`config.mk`:
```
export PLATFORM = sky130hd
export DESIGN_NAME = sync_fifo_msb
export DESIGN_NICKNAME = d
export VERILOG_FILES = /design/src/rtl/fifo_pkg.sv /design/src/rtl/fifo_ptr.sv /design/src/rtl/sync_fifo_msb.sv
export SDC_FILE = /design/constraint.sdc
export NUM_CORES = 1
export LEC_CHECK = 0
export BUFFER_PORTS_ARGS = -buffer_cell sky130_fd_sc_hd__clkbuf_2
export CAP_MARGIN = 20
export CORE_ASPECT_RATIO = 1.1
export CORE_UTILIZATION = 52
export DETAILED_ROUTE_END_ITERATION = 10
export GPL_TIMING_DRIVEN = 0
export HOLD_SLACK_MARGIN = 0.02
export PLACE_DENSITY = 0.7
export SLEW_MARGIN = 15
export SYNTH_ARGS = -nofsm -noshare
export SYNTH_HDL_FRONTEND = slang
export SYNTH_HIERARCHICAL = 1
export SYNTH_SLANG_ARGS = --single-unit
```
`constraint.sdc`:
```
create_clock -name clk -period 2.8 [get_ports clk]
set_input_delay 0.56 -clock clk [delete_from_list [all_inputs] [get_ports clk]]
set_output_delay 0.56 -clock clk [all_outputs]
set_load 0.1 [all_outputs]
```
`src/rtl/fifo_pkg.sv`:
```
// Shared FIFO constants and wrap-bit pointer compare helpers.
package fifo_pkg;

   localparam int unsigned FIFO_DATA_WIDTH = 8;
   localparam int unsigned FIFO_DEPTH      = 8;
   // Widest pointer the helpers accept; callers zero-extend into this width.
   localparam int unsigned PTR_MAX         = 32;

   // Full when the wrap bits differ and the index bits below position aw match.
   function automatic logic ptr_full(input logic [PTR_MAX-1:0] wr,
                                     input logic [PTR_MAX-1:0] rd,
                                     input int unsigned        aw);
      logic [PTR_MAX-1:0] diff;
      logic [PTR_MAX-1:0] mask;
      diff = wr ^ rd;
      mask = (PTR_MAX'(1) << aw) - PTR_MAX'(1);
      return (((diff >> aw) & PTR_MAX'(1)) == PTR_MAX'(1)) && ((diff & mask) == '0);
   endfunction

   function automatic logic ptr_empty(input logic [PTR_MAX-1:0] wr,
                                      input logic [PTR_MAX-1:0] rd);
      return wr == rd;
   endfunction

endpackage

```
`src/rtl/fifo_ptr.sv`:
```
// Incrementing FIFO pointer with enable; the top bit acts as the lap (wrap) flag.
module fifo_ptr #(
   parameter int unsigned WIDTH = 4
) (
   input  logic             clk,
   input  logic             rst_n,
   input  logic             en_i,
   output logic [WIDTH-1:0] ptr_o
);

   logic [WIDTH-1:0] ptr_d;
   logic [WIDTH-1:0] ptr_q;

   always_comb begin
      ptr_d = ptr_q;
      if (en_i) begin
         ptr_d = ptr_q + WIDTH'(1);
      end
   end

   always_ff @(posedge clk or negedge rst_n) begin
      if (!rst_n) begin
         ptr_q <= '0;
      end else begin
         ptr_q <= ptr_d;
      end
   end

   assign ptr_o = ptr_q;

endmodule

```
`src/rtl/sync_fifo_msb.sv`:
```
// Single-clock byte FIFO; full/empty derived from wrap-bit pointers, registered read data.
module sync_fifo_msb
   import fifo_pkg::*;
#(
   parameter int unsigned DATA_WIDTH = FIFO_DATA_WIDTH,
   parameter int unsigned DEPTH      = FIFO_DEPTH
) (
   input  logic                  clk,
   input  logic                  rst,
   input  logic                  wr_en,
   input  logic                  rd_en,
   input  logic [DATA_WIDTH-1:0] wr_data,
   output logic [DATA_WIDTH-1:0] rd_data,
   output logic                  full,
   output logic                  empty
);

   localparam int unsigned ADDR_WIDTH = $clog2(DEPTH);
   localparam int unsigned PTR_W      = ADDR_WIDTH + 1;

   logic [PTR_W-1:0]      wr_ptr;
   logic [PTR_W-1:0]      rd_ptr;
   logic                  wr_acc;
   logic                  rd_acc;
   logic [DATA_WIDTH-1:0] mem_q [DEPTH];
   logic [DATA_WIDTH-1:0] rd_data_q;

   assign full   = ptr_full(PTR_MAX'(wr_ptr), PTR_MAX'(rd_ptr), ADDR_WIDTH);
   assign empty  = ptr_empty(PTR_MAX'(wr_ptr), PTR_MAX'(rd_ptr));
   assign wr_acc = wr_en && !full;
   assign rd_acc = rd_en && !empty;

   fifo_ptr #(.WIDTH(PTR_W)) u_wr_ptr (
      .clk   (clk),
      .rst_n (rst),
      .en_i  (wr_acc),
      .ptr_o (wr_ptr)
   );

   fifo_ptr #(.WIDTH(PTR_W)) u_rd_ptr (
      .clk   (clk),
      .rst_n (rst),
      .en_i  (rd_acc),
      .ptr_o (rd_ptr)
   );

   // Storage is deliberately left unreset; only the read register clears.
   always_ff @(posedge clk or negedge rst) begin
      if (!rst) begin
         rd_data_q <= '0;
      end else begin
         if (wr_acc) begin
            mem_q[wr_ptr[ADDR_WIDTH-1:0]] <= wr_data;
         end
         if (rd_acc) begin
            rd_data_q <= mem_q[rd_ptr[ADDR_WIDTH-1:0]];
         end
      end
   end

   assign rd_data = rd_data_q;

endmodule

```
# After elaboration in Yosys (flattened, before gate mapping)
# Memory sizes are Yosys's and may differ from the RTL's. A register that Yosys moved wholly into a read port is not among the register bits.
# Index checks and enable logic that the tools add are counted.
# Widths: inputs -> output; s select.
[word_totals]
inputBits = 12
out_inout_bits = 10
n_memories = 1
elab_cells = 17
mem_bits_rw = 64
reg_bits = 8
[mem_list]
columns = ["memory", "words", "width", "rd", "rd_ports_with_merged_regs", "wr", "line", "rtl"]
rows = [
  ["mem_q", 8, 8, 1, 1, 1, "sync_fifo_msb.sv:25", "logic [DATA_WIDTH-1:0] mem_q [DEPTH];"],
]
[classes]
n_reduce_logical = 8
n_addsub = 2
bitwise = 1
muxes = 2
eq_ne = 1
[op_table]
columns = ["op", "n"]
rows = [
  ["$logic_not 32->1", 1],
  ["$add 4x1->4 const B", 2],
  ["$eq 4x4->1", 1],
  ["$logic_and 1x1->1", 4],
  ["$xor 4x4->4", 1],
  ["$logic_not 1->1", 3],
  ["$mux 1", 2],
]

# Longest topological paths before layout
# Gate-level depths: netlist of the first run.
[logic_depth]
ltp_word = 8
depth_mapped = 6

# Modules after synthesis
# The synthesis of the first run kept the hierarchy.
[by_module_without_submodules]
columns = ["mod", "instances", "cells_per_inst", "area_each_um2", "seq_area_each_um2"]
rows = [
  ["sync_fifo_msb", 1, 135, 2932.8, 2122.0],
  ["fifo_ptr", 2, 11, 160.2, 100.1],
]

# Worst setup path after synthesis of the first run
# No wires, ideal clock.
[synth_path]
path_kind = "reg2out"
from = "reg u_rd_ptr.ptr_q[1], in the netlist u_rd_ptr/ptr_o[1]"
to = "out empty"
arrival_ns = 3.082
stages_incl_launch_ff = 5
slack_ns = -0.842
n_path_buf = 1
cell_sequence = "dfrtp_1 -> buf_2 -> xor2_1 -> or2_2 -> nor3_1"
[synth_via]
elab_chain_cells = 1
[synth_lines]
columns = ["element", "line", "rtl"]
rows = [
  ["start: declaration", "fifo_ptr.sv:12", "logic [WIDTH-1:0] ptr_q;"],
  ["start signal: assignment", "fifo_ptr.sv:25", "ptr_q <= ptr_d;"],
  ["$eq 4x4->1", "fifo_pkg.sv:22", "return wr == rd;"],
  ["end: declaration", "sync_fifo_msb.sv:15", "output logic empty"],
]
# No other way between the ends.

# Worst setup path in the final report of the first run
# Ends and elaborated chain as after synthesis.

==> results of run 1 <==
timing repair:
action,4_1_cts,5_1_grt
setup buffers,0,0
endpoints found under the setup margin,1,6
resized for setup,1,1
per-layer routing:
| metal | global-route usage (%) | up-vias | routed length [um] | share of wire, % |
|---|---|---|---|---|
| li1 | - | 716 | - | - |
| met1 | 24.8 | 800 | 2440 | 43 |
| met2 | 30.5 | 56 | 2820 | 50 |
| met3 | 4.52 | 14 | 285 | 5.0 |
| met4 | 9.78 | 0 | 128 | 2.3 |
| met5 | 0 | - | 0 | 0 |
per-stage QoR:
stage,TNS [ns],std cells
5_1_grt,0,277
4_1_cts,0,277
3_3_place_gp,-10.96,255
6_report,0,277
2_1_floorplan,-1.68,157
3_5_place_dp,0,261
placed cells by master, fill, tap and decap left out:
master | netlist | final
buf_12 | 1 | 1
buf_2 | 2 | 3
buf_4 | 0 | 7
buf_6 | 2 | 2
clkbuf_1 | 2 | 3
clkbuf_2 | 0 | 19
clkbuf_4 | 0 | 1
clkbuf_8 | 0 | 11
clkinv_2 | 0 | 2
clkinvlp_4 | 0 | 1
dfrtp_1 | 16 | 16
edfxtp_1 | 64 | 64
ha_1 | 2 | 2
inv_1 | 2 | 2
mux2_2 | 15 | 15
mux2_4 | 3 | 3
mux4_1 | 11 | 11
mux4_2 | 5 | 5
nand2_1 | 5 | 5
nand2b_1 | 1 | 1
nand4_1 | 2 | 2
nor3_1 | 6 | 2
nor3_2 | 0 | 4
nor4_2 | 0 | 4
o41a_1 | 1 | 1
o41ai_2 | 1 | 1
or2_2 | 1 | 1
xnor2_1 | 5 | 5
xor2_1 | 6 | 6
flip-flops by register name, summed over array words and instances, names as in the netlist:
signal,count
mem_q,64
rd_data,8
u_rd_ptr/ptr_o,4
u_wr_ptr/ptr_o,4
power groups by stage:
stage	clock, mW	sequential, mW	combinational (mW)
floorplan	0	2.05	1.01
global placement	0	1.63	1.69
detailed placement	0	1.65	1.79
CTS	0.757	1.63	1.80
global route	0.807	1.67	1.87
finish	0.743	1.65	1.78
critical path: stages, from the launching register on:
cell	delay, ns
dfrtp_1	0.41
buf_2	0.21
xor2_1	0.21
or2_2	0.34
nor3_1	0.12
buf_2	0.45
synthesized netlist by cell type, types with 2 or more instances:
master | n | area, sq um
mux4_1 | 11 | 289
edfxtp_1 | 64 | 1920
buf_2 | 2 | 10.0
nor3_1 | 6 | 30.0
inv_1 | 2 | 7.51
clkbuf_1 | 2 | 7.51
nand4_1 | 2 | 12.5
xnor2_1 | 5 | 43.8
mux4_2 | 5 | 113
mux2_4 | 3 | 45.0
buf_6 | 2 | 22.5
mux2_2 | 15 | 169
dfrtp_1 | 16 | 400
xor2_1 | 6 | 52.6
nor4_1 | 4 | 25.0
nand2_1 | 5 | 18.8
ha_1 | 2 | 25.0
cell type report:
| cell class | count | area [sq um] | share of cell area, % |
|---|---|---|---|
| inverter | 2 | 7.51 | 0.201 |
| timing repair buffer | 28 | 160 | 4.30 |
| clock inverter | 3 | 17.5 | 0.470 |
| buffer | 6 | 56.3 | 1.51 |
| sequential | 80 | 2320 | 62.3 |
| clock buffer | 13 | 159 | 4.26 |
| multi-input combinational | 68 | 908 | 24.4 |
| tap | 77 | 96.3 | 2.58 |
worst max path at each step:
stage	cells past startpoint	end
finish	5	empty
global route	6	mem_q[1][2]$_DFFE_PP_
CTS	5	empty
detailed placement	5	mem_q[1][2]$_DFFE_PP_
global placement	4	mem_q[1][2]$_DFFE_PP_
floorplan	4	empty
cells by family after synthesis:
| kind of cell | after synthesis | synth area share [%] |
|---|---|---|
| AND/OR/NAND/NOR | 19 | 3.04 |
| buffers and inverters | 9 | 2.08 |
| flip-flops | 80 | 71.4 |
| adder cells (fa/ha/maj) | 2 | 0.769 |
| AO/OA/AOI/OAI | 2 | 0.846 |
| XOR/XNOR | 11 | 2.96 |
| multiplexers | 34 | 18.9 |
==> reports/results.txt, run 1 <==
Status: completed
CTS Hold Bufs: 0
Post-layout min period: 2.64 ns
Async SR Flop Fraction: 20.0%
Worst Skew: 0.00951 ns
Design Area, Final: 3730 sq um
Overall Power: 4.17 mW
Hold WS: 0.161 ns
# diodes: 0
Leakage power: 1.34 nW
Post-synthesis register bit count: 80
Die height: 85.0 um
Critical path launch point type: flip-flop
Worst slew margin: 40.9%
Final Hold Violating Endpoints: 0
Clk pin slew, worst setup/hold paths: 0.08 ns
Power Density: 1120 nW/um^2
Sequential share of the synthesized area: 71.4%
Die span in x: 77.4 um
TritonCTS clock tree: built
First-pass GRT wire length: 8870 um
Routability cong.: 0.726
Synthesized area: 3250 sq um
Clock power share: 17.8%
Clk sinks: 80
Die area: 6580 sq um
Net Sw Frac: 39.6%
Final net count: 209
Top FF cell, synth: edfxtp_1
Largest net degree at the start of global routing: 19
RSZ-0062 raised after global routing: no
Vias per cell: 5.73
EDFF count, synth: 64
Root buffer cell: clkbuf_8
Max Root-Sink Buffers: 2
DRC Markers: 0
Initial drt markers: 75
Logic pwr share: 42.7%
Drt first pass iters: 4
# rows: 29
Data required time of the worst path: 2.24 ns
Via count: 1586
Total core area: 5910 sq um
Synth warn: 6
Reg-to-Reg Start: u_rd_ptr/ptr_o[0]$_DFFE_PN0P_
Max rail drop VDD: 0.749 mV
Final setup viols: 0
Antenna violations before repair: 0
Port buffer count: 21
Internal power component: 2.52 mW
Fraction of layout instances using a drive strength above 1: 40.0%
NetSw: 1.65 mW
Crit path DAT: 2.08 ns
Antenna-violating nets left: 0
Util after Layout: 63.0%
Pre-CTS WS: 0.0796 ns
CTS buffer count: 9
Post-synthesis cell type count: 22
Vias in the first global route: 1715
Grt total ovfl: 0
Crit Path Max Fanout: 8
Power share of the sequential group: 39.5%
Post-Synthesis Cells: 157
DR WL/cell: 20.5 um
Pins Over Slew Limit: 0
Worst reg2reg setup slack: 0.18 ns
Hold Path Class: input port to async pin
Fin crit share: 94.2%
Area Growth Syn to Fin: 14.6%
Setup ws final: 0.162 ns
CP Class: flip-flop to output pin
Crit. End Element: output pin
Setup crit start: u_rd_ptr/ptr_o[1]$_DFFE_PN0P_
Fillers: 399
Initial Util: 55.0%
Fmax achieved: 379 MHz
Synth Net Count: 171
Total global-route track usage: 19.1%
Detail Placement HPWL: 3820 um
I/O Pins: 22
Post-Place Cell Area: 3540 sq um
Worst r2r dst: mem_q[1][2]$_DFFE_PP_
Total Wirelength: 5670 um
Mean Syn Cell Area: 20.7 sq um
Worst Reg-to-Reg Cells: 6
Slew @ Worst Pin: 0.879 ns
MaxCap Viol Count: 0
H-tree depth: 3
Clk_lat worst skew: 0.34 ns
(Power assumes the default switching activity.)
==> run 2, diff against run 1 <==
CORE_MARGIN = 2   (was unset)
==> reports/results.txt, run 2 (synthesis results as in run 1) <==
Status: completed
Clk_lat worst skew: 0.34 ns (about the same)
Worst path cell trace: buf_2 -> xor2_1 -> or2_2 -> nor3_1 -> clkbuf_4
Worst Skew: 0.00805 ns (-0.00146 ns)
Max Root-Sink Buffers: 2 (unchanged)
# rows: 30 (+3.4%)
TritonCTS clock tree: built
Critical path launch point type: flip-flop
Post-route insts no fill: 276 (-0.36%)
Fmax achieved: 380 MHz (+0.34%)
Grt total ovfl: 0 (unchanged)
Design Area, Final: 3710 sq um (-0.50%)
Via count: 1561 (-1.6%)
Crit-path leading delay family: buffers and inverters
Clk pin slew, worst setup/hold paths: 0.08 ns (about the same)
RSZ-0062 raised after global routing: no
Most frequent cells in the layout: 64 x edfxtp_1, 19 x clkbuf_2, 16 x dfrtp_1, 15 x mux2_2, 11 x mux4_1
Met3 global-route usage: 4.46% (-0.056 points)
Vias per cell: 5.66 (-1.2%)
Initial Util: 53.2% (-1.8 points)
Detail Placement HPWL: 3840 um (+0.40%)
Final Hold Violating Endpoints: 0 (unchanged)
DRC Markers: 0 (unchanged)
H-tree depth: 3 (unchanged)
Total global-route track usage: 18.7% (-0.46 points)
Final net count: 206 (-1.4%)
Data required time of the worst path: 2.24 ns (about the same)
Most common cell after layout, fill and taps aside: edfxtp_1
Hold Path Class: input port to async pin
Die span in x: 79.4 um (+2.6%)
CTS buffer count: 9 (unchanged)
Power Density: 1120 nW/um^2 (about the same)
Sequential cell area: 2320 sq um (unchanged)
GRT Max-Usage Layer: met2
Total Wirelength: 5860 um (+3.3%)
Hold WS: 0.177 ns (+0.0153 ns)
Area of the multi-input gates: 920 sq um (+1.2%)
Max reg flops: 64 (unchanged)
Post-layout min period: 2.63 ns (-0.00884 ns)
M2 GR Usage: 30.8% (+0.33 points)
Initial drt markers: 88 (+17%)
Worst slew margin: 41.8% (+0.92 points)
Crit. End Element: output pin
Setup crit start: u_rd_ptr/ptr_o[1]$_DFFE_PN0P_
# diodes: 0 (unchanged)
Routability cong.: 0.691 (-4.7%)
Fin crit share: 93.9% (-0.32 points)
Util after Layout: 60.6% (-2.4 points)
Slowest stage cell, crit path: dfrtp_1
First-pass GRT wire length: 8940 um (+0.78%)
Slew @ Worst Pin: 0.868 ns (-0.0112 ns)
Drt first pass iters: 4 (unchanged)
Setup Buffers After CTS: 0 (unchanged)
Antenna violations before repair: 0 (unchanged)
Cell count after placement: 262 (+0.38%)
Antenna-violating nets left: 0 (unchanged)
Area Growth Syn to Fin: 14.0%
Total core area: 6120 sq um (+3.4%)
Port buffer count: 21 (unchanged)
CP peak stage delay: 0.41 ns (-0.04 ns)
Pins Over Slew Limit: 0 (unchanged)
Reg-to-Reg Start: u_rd_ptr/ptr_o[1]$_DFFE_PN0P_
Met1 Use GR: 23.5% (-1.2 points)
Largest net degree at the start of global routing: 19 (unchanged)
Die height: 87.0 um (+2.4%)
MaxCap Viol Count: 0 (unchanged)
Final setup viols: 0 (unchanged)
CP Class: flip-flop to output pin
Max rail drop VDD: 0.641 mV (-14%)
Die area: 6910 sq um (+5.0%)
Leakage power: 1.32 nW (-1.3%)
Fraction of layout instances using a drive strength above 1: 38.8% (-1.2 points)
Clk sinks: 80 (unchanged)
I/O Pins: 22 (unchanged)
Fillers: 435 (+9.0%)
Root buffer cell: clkbuf_8
DR WL/cell: 21.2 um (+3.7%)
Crit Path Max Fanout: 8 (unchanged)
Crit path DAT: 2.07 ns (about the same)
Vias in the first global route: 1701 (-0.82%)
Post-Place Cell Area: 3530 sq um (-0.32%)
Buf/Inv on CP: 2 (unchanged)
==> run 2: changes by cell type in the layout (fill, tap and decap cells not counted) <==
cell	change
buf_4	-3
buf_2	-1
clkbuf_1	-1
clkbuf_4	+1
clkbuf_8	-1
clkinv_1	+1
o41ai_2	-1
o41ai_4	+1
==> run 2: what timing repair did <==
action                                  CTS  global route
hold buffers                              0             0
resized for setup                         2             0
endpoints found under the setup margin    2             2
pin swaps                                 0             0
==> run 2: final timing paths <==
kind / end / slack [ns] / cells after the start
max: empty / 0.17 / 5
min: rd_data[6]$_DFFE_PN0P_ / 0.18 / 1
max reg2reg: mem_q[0][4]$_DFFE_PP_ / 0.25 / 5
min reg2reg: rd_data[1]$_DFFE_PN0P_ / 0.52 / 1
max in group asynchronous: rd_data[4]$_DFFE_PN0P_ / 2.28 / 1
min in group clk: mem_q[4][2]$_DFFE_PP_ / 0.50 / 1
==> run 2: report_power, final <==
part           total (mW)  leakage, nW  internal, mW  switching, mW
sequential           1.65        0.765          1.49          0.156
clock               0.708       0.0826         0.335          0.372
combinational        1.80        0.471         0.657           1.14
==> run 2: routing by layer <==
layer	share of wire [%]	routed length [um]
met1	43	2510
met3	3.3	195
met2	53	3090
met4	1.1	65
met5	0	0
==> run 2: per-stage QoR <==
step	total power, mW	TNS [ns]	setup slack [ns]
after floorplan	3.06	-1.68	-0.842
after global placement	3.33	-8.85	-0.291
after detailed placement	3.44	0	0.0258
after CTS	4.16	0	0.0111
after global routing	4.35	0	0.104
final	4.15	0	0.171
==> run 2: final cells by class <==
type                       instances  share of cell area [%]
sequential                        80                    62.6
buffer                             6                    1.52
multi-input combinational         68                    24.8
tap                               80                    2.70
clock inverter                     4                   0.574
clock buffer                      11                    3.81
inverter                           2                   0.202
timing repair buffer              25                    3.78
